### src/rtl/etap_tap_ctrl_pkg.sv
// Shared EJTAG TAP definitions: state encoding, instruction opcodes and DR select codes.
// The select codes are shared with mux_dr, so keep them in sync with that block.
package etap_tap_ctrl_pkg;

    typedef logic [3:0] tap_state_t;

    localparam tap_state_t TLR    = 4'd0;
    localparam tap_state_t RTI    = 4'd1;
    localparam tap_state_t SEL_DR = 4'd2;
    localparam tap_state_t CAP_DR = 4'd3;
    localparam tap_state_t SH_DR  = 4'd4;
    localparam tap_state_t EX1_DR = 4'd5;
    localparam tap_state_t PAU_DR = 4'd6;
    localparam tap_state_t EX2_DR = 4'd7;
    localparam tap_state_t UPD_DR = 4'd8;
    localparam tap_state_t SEL_IR = 4'd9;
    localparam tap_state_t CAP_IR = 4'd10;
    localparam tap_state_t SH_IR  = 4'd11;
    localparam tap_state_t EX1_IR = 4'd12;
    localparam tap_state_t PAU_IR = 4'd13;
    localparam tap_state_t EX2_IR = 4'd14;
    localparam tap_state_t UPD_IR = 4'd15;

    localparam logic [4:0] IR_IDCODE         = 5'h01;
    localparam logic [4:0] IR_SAMPLE_PRELOAD = 5'h02;
    localparam logic [4:0] IR_IMPCODE        = 5'h03;
    localparam logic [4:0] IR_ADDRESS        = 5'h08;
    localparam logic [4:0] IR_DATA           = 5'h09;
    localparam logic [4:0] IR_CONTROL        = 5'h0A;
    localparam logic [4:0] IR_EJTAGBOOT      = 5'h0C;
    localparam logic [4:0] IR_BYPASS         = 5'h1F;

    localparam logic [3:0] SEL_IDCODE         = 4'd0;
    localparam logic [3:0] SEL_IMPCODE        = 4'd1;
    localparam logic [3:0] SEL_ADDRESS        = 4'd2;
    localparam logic [3:0] SEL_DATA           = 4'd3;
    localparam logic [3:0] SEL_CONTROL        = 4'd4;
    localparam logic [3:0] SEL_EJTAGBOOT      = 4'd5;
    localparam logic [3:0] SEL_SAMPLE_PRELOAD = 4'd6;
    localparam logic [3:0] SEL_BYPASS         = 4'd7;

    // Unrecognised opcodes fall back to BYPASS so the chain length stays defined.
    function automatic logic [3:0] ir_decode(input logic [4:0] code);
        logic [3:0] sel;
        case (code)
            IR_IDCODE:         sel = SEL_IDCODE;
            IR_IMPCODE:        sel = SEL_IMPCODE;
            IR_ADDRESS:        sel = SEL_ADDRESS;
            IR_DATA:           sel = SEL_DATA;
            IR_CONTROL:        sel = SEL_CONTROL;
            IR_EJTAGBOOT:      sel = SEL_EJTAGBOOT;
            IR_SAMPLE_PRELOAD: sel = SEL_SAMPLE_PRELOAD;
            default:           sel = SEL_BYPASS;
        endcase
        return sel;
    endfunction

endpackage

### src/rtl/etap_tap_ctrl_if.sv
// DR-side link between the TAP controller (master) and mux_dr (slave).
interface etap_tap_ctrl_if;
    logic       capture_dr;
    logic       shift_dr;
    logic       clk_dr;
    logic       update_dr;
    logic [3:0] sel;
    logic       dr_tdo;

    modport master (
        output capture_dr,
        output shift_dr,
        output clk_dr,
        output update_dr,
        output sel,
        input  dr_tdo
    );

    modport slave (
        input  capture_dr,
        input  shift_dr,
        input  clk_dr,
        input  update_dr,
        input  sel,
        output dr_tdo
    );
endinterface

### src/rtl/etap_tap_ctrl_fsm.sv
// IEEE 1149.1 16-state TAP state machine; exposes both the current and next state
// so the top can act on the edge that enters Test-Logic-Reset.
module etap_tap_ctrl_fsm
    import etap_tap_ctrl_pkg::*;
(
    input  logic       clk_i,
    input  logic       resetn_i,
    input  logic       tms_i,
    output tap_state_t state_o,
    output tap_state_t state_d_o
);

    tap_state_t state_q;
    tap_state_t state_d;

    always_comb begin
        state_d = state_q;
        case (state_q)
            TLR:    if (!tms_i) state_d = RTI;
            RTI:    if (tms_i)  state_d = SEL_DR;
            SEL_DR: state_d = tms_i ? SEL_IR : CAP_DR;
            CAP_DR: state_d = tms_i ? EX1_DR : SH_DR;
            SH_DR:  if (tms_i)  state_d = EX1_DR;
            EX1_DR: state_d = tms_i ? UPD_DR : PAU_DR;
            PAU_DR: if (tms_i)  state_d = EX2_DR;
            EX2_DR: state_d = tms_i ? UPD_DR : SH_DR;
            UPD_DR: state_d = tms_i ? SEL_DR : RTI;
            SEL_IR: state_d = tms_i ? TLR    : CAP_IR;
            CAP_IR: state_d = tms_i ? EX1_IR : SH_IR;
            SH_IR:  if (tms_i)  state_d = EX1_IR;
            EX1_IR: state_d = tms_i ? UPD_IR : PAU_IR;
            PAU_IR: if (tms_i)  state_d = EX2_IR;
            EX2_IR: state_d = tms_i ? UPD_IR : SH_IR;
            UPD_IR: state_d = tms_i ? SEL_DR : RTI;
            default: state_d = TLR;
        endcase
    end

    always_ff @(posedge clk_i) begin
        if (!resetn_i) begin
            state_q <= TLR;
        end else begin
            state_q <= state_d;
        end
    end

    assign state_o   = state_q;
    assign state_d_o = state_d;

endmodule

### src/rtl/etap_tap_ctrl.sv
// EJTAG TAP controller front end: FSM, instruction register with decode to the DR
// select, Moore DR strobes and the registered serial output.
module etap_tap_ctrl
    import etap_tap_ctrl_pkg::*;
#(
    parameter int              IR_W     = 5,
    parameter logic [IR_W-1:0] IR_RESET = 5'h01
) (
    input  logic            clk_i,
    input  logic            resetn_i,
    input  logic            tms_i,
    input  logic            tdi_i,
    etap_tap_ctrl_if.master dr_if,
    output logic            tdo_o,
    output logic            tdo_en_o,
    output logic [IR_W-1:0] ir_o,
    output logic            tlr_o
);

    localparam logic [IR_W-1:0] IR_CAPTURE = {{(IR_W-1){1'b0}}, 1'b1};

    tap_state_t state;
    tap_state_t state_d;

    logic [IR_W-1:0] ir_sh_q, ir_sh_d;
    logic [IR_W-1:0] ir_q, ir_d;
    logic [3:0]      sel_q, sel_d;
    logic            tdo_q, tdo_d;
    logic            tdo_en_q, tdo_en_d;

    etap_tap_ctrl_fsm u_fsm (
        .clk_i     (clk_i),
        .resetn_i  (resetn_i),
        .tms_i     (tms_i),
        .state_o   (state),
        .state_d_o (state_d)
    );

    // Moving into TLR overrides any latch so the IR is already IDCODE once TLR is visible.
    always_comb begin
        ir_sh_d = ir_sh_q;
        ir_d    = ir_q;
        sel_d   = sel_q;
        case (state)
            CAP_IR: ir_sh_d = IR_CAPTURE;
            SH_IR:  ir_sh_d = {tdi_i, ir_sh_q[IR_W-1:1]};
            UPD_IR: begin
                ir_d  = ir_sh_q;
                sel_d = ir_decode(ir_sh_q);
            end
            default: ;
        endcase
        if (state_d == TLR) begin
            ir_d  = IR_RESET;
            sel_d = SEL_IDCODE;
        end
    end

    always_comb begin
        tdo_d    = tdo_q;
        tdo_en_d = 1'b0;
        case (state)
            SH_IR: begin
                tdo_d    = ir_sh_q[0];
                tdo_en_d = 1'b1;
            end
            SH_DR: begin
                tdo_d    = dr_if.dr_tdo;
                tdo_en_d = 1'b1;
            end
            default: ;
        endcase
    end

    always_ff @(posedge clk_i) begin
        if (!resetn_i) begin
            ir_sh_q  <= '0;
            ir_q     <= IR_RESET;
            sel_q    <= SEL_IDCODE;
            tdo_q    <= 1'b0;
            tdo_en_q <= 1'b0;
        end else begin
            ir_sh_q  <= ir_sh_d;
            ir_q     <= ir_d;
            sel_q    <= sel_d;
            tdo_q    <= tdo_d;
            tdo_en_q <= tdo_en_d;
        end
    end

    assign dr_if.capture_dr = (state == CAP_DR);
    assign dr_if.shift_dr   = (state == SH_DR);
    assign dr_if.clk_dr     = (state == CAP_DR) || (state == SH_DR);
    assign dr_if.update_dr  = (state == UPD_DR);
    assign dr_if.sel        = sel_q;

    assign tdo_o    = tdo_q;
    assign tdo_en_o = tdo_en_q;
    assign ir_o     = ir_q;
    assign tlr_o    = (state == TLR);

endmodule
### src/flat_wrapper.sv
// flat-port wrapper written by rule: the top's interface ports become plain ports
module etap_tap_ctrl_flat import etap_tap_ctrl_pkg::*;
#(
    parameter int              IR_W     = 5,
    parameter logic [IR_W-1:0] IR_RESET = 5'h01
)
  (clk_i, resetn_i, tms_i, tdi_i, tdo_o, tdo_en_o, ir_o, tlr_o, dr_if_capture_dr, dr_if_shift_dr, dr_if_clk_dr, dr_if_update_dr, dr_if_sel, dr_if_dr_tdo);
  etap_tap_ctrl_if dr_if_i ();
  input  logic clk_i;
  input  logic resetn_i;
  input  logic tms_i;
  input  logic tdi_i;
  output logic tdo_o;
  output logic tdo_en_o;
  output logic [IR_W-1:0] ir_o;
  output logic tlr_o;
  output wire logic [$bits(dr_if_i.capture_dr)-1:0] dr_if_capture_dr;
  output wire logic [$bits(dr_if_i.shift_dr)-1:0] dr_if_shift_dr;
  output wire logic [$bits(dr_if_i.clk_dr)-1:0] dr_if_clk_dr;
  output wire logic [$bits(dr_if_i.update_dr)-1:0] dr_if_update_dr;
  output wire logic [$bits(dr_if_i.sel)-1:0] dr_if_sel;
  input wire logic [$bits(dr_if_i.dr_tdo)-1:0] dr_if_dr_tdo;
  assign dr_if_capture_dr = dr_if_i.capture_dr;
  assign dr_if_shift_dr = dr_if_i.shift_dr;
  assign dr_if_clk_dr = dr_if_i.clk_dr;
  assign dr_if_update_dr = dr_if_i.update_dr;
  assign dr_if_sel = dr_if_i.sel;
  assign dr_if_i.dr_tdo = dr_if_dr_tdo;
  etap_tap_ctrl #(.IR_W(IR_W), .IR_RESET(IR_RESET)) u_core (.clk_i(clk_i), .resetn_i(resetn_i), .tms_i(tms_i), .tdi_i(tdi_i), .dr_if(dr_if_i), .tdo_o(tdo_o), .tdo_en_o(tdo_en_o), .ir_o(ir_o), .tlr_o(tlr_o));
endmodule
### config.mk
export PLATFORM = sky130hd
export DESIGN_NAME = etap_tap_ctrl_flat
export DESIGN_NICKNAME = d
export VERILOG_FILES = /design/src/rtl/etap_tap_ctrl_pkg.sv /design/src/rtl/etap_tap_ctrl_if.sv /design/src/rtl/etap_tap_ctrl_fsm.sv /design/src/rtl/etap_tap_ctrl.sv /design/src/flat_wrapper.sv
export SDC_FILE = /design/constraint.sdc
export NUM_CORES = 1
export LEC_CHECK = 0
export ABC_AREA = 0
export CORE_UTILIZATION = 53
export CTS_CLUSTER_DIAMETER = 150
export DETAILED_ROUTE_END_ITERATION = 8
export GPL_TIMING_DRIVEN = 0
export PLACE_DENSITY = 0.88
export SYNTH_ARGS = -nofsm -noshare
export SYNTH_HDL_FRONTEND = slang
export SYNTH_HIERARCHICAL = 1
export SYNTH_SLANG_ARGS = --single-unit
### constraint.sdc
create_clock -name clk_i -period 3.1 [get_ports clk_i]
set_input_delay 0.31 -clock clk_i [delete_from_list [all_inputs] [get_ports clk_i]]
set_output_delay 0.31 -clock clk_i [all_outputs]
set_load 0.05 [all_outputs]
==> results.yml <==
yosys:
  synth-seq-area-share_pct: 32.2
  postSynth.asyncResetShare_pct: 0
  synth_seq_cells: 19
  syn_nets: 143
  syn_inst: 138
  yosys.area.top_type_share_pct: 32.2
  synthTopCellsByCount: "19 x dfxtp_1, 18 x nand2_1, 12 x a21oi_1, 6 x buf_4, 6 x nor3_1"
  yosysMostFrequentCell: "dfxtp_1"
  ys_top_cells_by_area: "dfxtp_1 32%, nand2_1 5.7%, a21oi_1 5.1%"
  synth_cell_types: 53
  yosysTopAreaCell: "dfxtp_1"
  netlist_area_um2: 1180
  yosysWarnings: 6
  synth_edf_count: 0
  syn_avg_cell_area_um2: 8.57
  synth_top_flop_cell: "dfxtp_1"
sta:
  worstMarginPinSlew_ns: 0.528
  slew_violations: 0
  slew_headroom_pct: 64.7
  rsz0062_at_grt: "no"
  finalCritPeriodShare_pct: 86.3
  worst_slack_ns: 0.426
  clock_skew_ns: 0.00639
  fmax_mhz: 374
  hold_viol_final: 0
  fin_tns_setup_ns: 0
  min_period_ns: 2.67
  setup_violations: 0
clock_network:
  postCtsSetupBuffers: 0
  cts_resized: 0
  cts_sinks: 19
  cts_tree: "built"
  path_clk_slew_ns: 0.11
  cts_buffers: 3
  cts_max_level: 1
  clockBufferDepth: 2
  insertion_delay_ns: 0.29
  postCtsHoldBufs: 0
  cts_root_buf: "clkbuf_4"
global_routing:
  grt_pass1_vias: 1001
  grt_pass1_wl_um: 4170
  grt_start_max_net_pins: 14
  gr-total-overflow: 0
  grtUsageTotal_pct: 21.4
  antenna_found_initial: 0
route:
  dr.pass1.iters: 4
  drt_iter0_drc: 15
  num_vias: 1074
  drt-wirelength-per-cell_um: 13.4
  final_antenna_net_count: 0
  routed_via_density: 5.71
  drc_errors: 0
  drt-total-wl_um: 2520
floorplan:
  die_y_um: 49.2
  placementRows: 16
  die_area_um2: 2420
  core_um2: 2020
  io_pins: 21
  start_util_pct: 58.5
  die_w_um: 49.2
worst_setup_path:
  cp-end-kind: "output pin"
  crit_required_ns: 2.79
  critPathTopFamily: "buffers and inverters"
  path_buf_inv: 1
  path_max_fanout: 13
  r2r-end: "u_core/dr_if.sel[2]"
  cp.arrival_ns: 2.36
  cp.depth: 3
  ff2ff_path_depth: 6
  slowest_delay_ns: 0.79
  worstSetupStartpoint: "u_core/u_fsm/state_o[2]"
  cp_cell_sequence: "or4b_4, or2b_1, clkdlybuf4s50_1"
  reg2reg_slack_ns: 1.06
  cp-endpoint: "dr_if_clk_dr"
  critical_path_class: "reg2out"
  cp-start-kind: "flip-flop"
  slowest_stage: "clkdlybuf4s50_1"
  timing.rr.start: "u_core/u_fsm/state_o[2]"
hold_path:
  min_path_type: "reg2reg"
placed_design:
  dp_hpwl_um: 1880
  place_ws_ns: 0.758
  place_congestion: 0.802
  placement.io_buffers: 19
power:
  netSwitchingFraction_pct: 29.5
  power_switching_w: 0.000141
  p_per_area_nw_per_um2: 334
  internal_power_w: 0.000338
  power_frac_clock_pct: 25.8
  seqPwrFrac_pct: 52.5
  comb_power_share_pct: 21.7
  peakVddDrop_mv: 0.216
  power_leakage_nw: 0.537
cells_and_area:
  diodes: 0
  nets: 167
  areaGrowthSynthToFinish_pct: 21.3
  fin_util_pct: 70.9
  drive_gt1_share_pct: 18.0
run_status:
  outcome: "complete, no violations"
run:
  drv_cap: 0
[worst min path at each step]
| stage | startpoint | end | slack (ns) | depth (start not counted) |
|---|---|---|---|---|
| CTS | u_core/ir_o[1] | u_core/ir_o[1] | 0.47 | 2 |
| finish | u_core/ir_o[3] | u_core/ir_o[3] | 0.47 | 2 |
| global route | u_core/ir_o[4] | u_core/ir_o[4] | 0.50 | 2 |
| global placement | u_core/ir_o[4] | u_core/ir_o[4] | 0.44 | 2 |
| floorplan | resetn_i | u_core/ir_sh_q[0] | 0.44 | 1 |
| detailed placement | u_core/ir_o[1] | u_core/ir_o[1] | 0.45 | 2 |
[state kept, by name, indices dropped and copies added, names as in the netlist]
signal / cells
u_core/tdo_o: 1
u_core/tdo_en_o: 1
u_core/ir_o: 5
u_core/ir_sh_q: 5
u_core/u_fsm/state_o: 4
u_core/dr_if.sel: 3
[stage by stage]
stage	power [W]	instances	hold WS [ns]	instance area [um^2]
final	0.000479	188	0.469	1430
after global routing	0.000499	188	0.498	1430
after CTS	0.000484	188	0.470	1430
after detailed placement	0.000360	184	0.454	1410
after global placement	0.000357	184	0.444	1410
after floorplan	0.000334	138	0.443	1180
[area by class of cell]
cell class,count,area (um^2)
clock inverter,1,5.00
sequential,19,380
timing repair buffer,19,190
fill,157,588
tap,27,33.8
multi-input combinational,100,684
inverter,5,21.3
buffer,14,96.3
clock buffer,3,22.5
[layer usage]
metal	wire (um)	global-route usage [%]	vias to the layer above
li1	-	-	541
met1	1130	24.1	509
met2	1290	41.8	22
met3	80	2.80	2
met4	14	4.41	0
met5	0	0	-
[cell usage in the layout, fill, tap and decap left out, types with 3 or more instances in the layout]
master	Yosys	layout
inv_1	4	4
nand2_1	18	18
a21oi_1	12	12
a21boi_0	4	4
nand2b_1	3	3
nand3_1	4	4
nand3b_1	3	3
clkdlybuf4s50_1	0	19
clkbuf_4	0	3
nor3_1	6	6
dfxtp_1	19	19
o21a_1	3	3
buf_2	4	4
o211ai_1	3	3
buf_4	6	6
nor2_1	5	5
[cells by family after synthesis]
family,after synthesis,synth area share [%]
flip-flops,19,32.2
AND/OR/NAND/NOR,57,28.9
other,1,0.317
buffers and inverters,19,9.95
multiplexers,1,0.847
AO/OA/AOI/OAI,41,27.8
[power by group through the flow]
| stage | Clock [W] | Combinational, W | Sequential [W] |
|---|---|---|---|
| after global routing | 0.000137 | 0.000110 | 0.000252 |
| after floorplan | 0 | 0.0000761 | 0.000258 |
| after detailed placement | 0 | 0.000103 | 0.000257 |
| after CTS | 0.000129 | 0.000104 | 0.000252 |
| after global placement | 0 | 0.000100 | 0.000257 |
| final | 0.000124 | 0.000104 | 0.000251 |
[worst register-to-register path: stages, from the launching register on]
cell      delay (ns)
dfxtp_1         0.56
buf_4           0.26
nor4b_2         0.07
o21ai_1         0.13
o211ai_1        0.16
o41ai_4         0.61
nor3_1          0.13
Note: power is estimated with default switching activity, not from simulation.
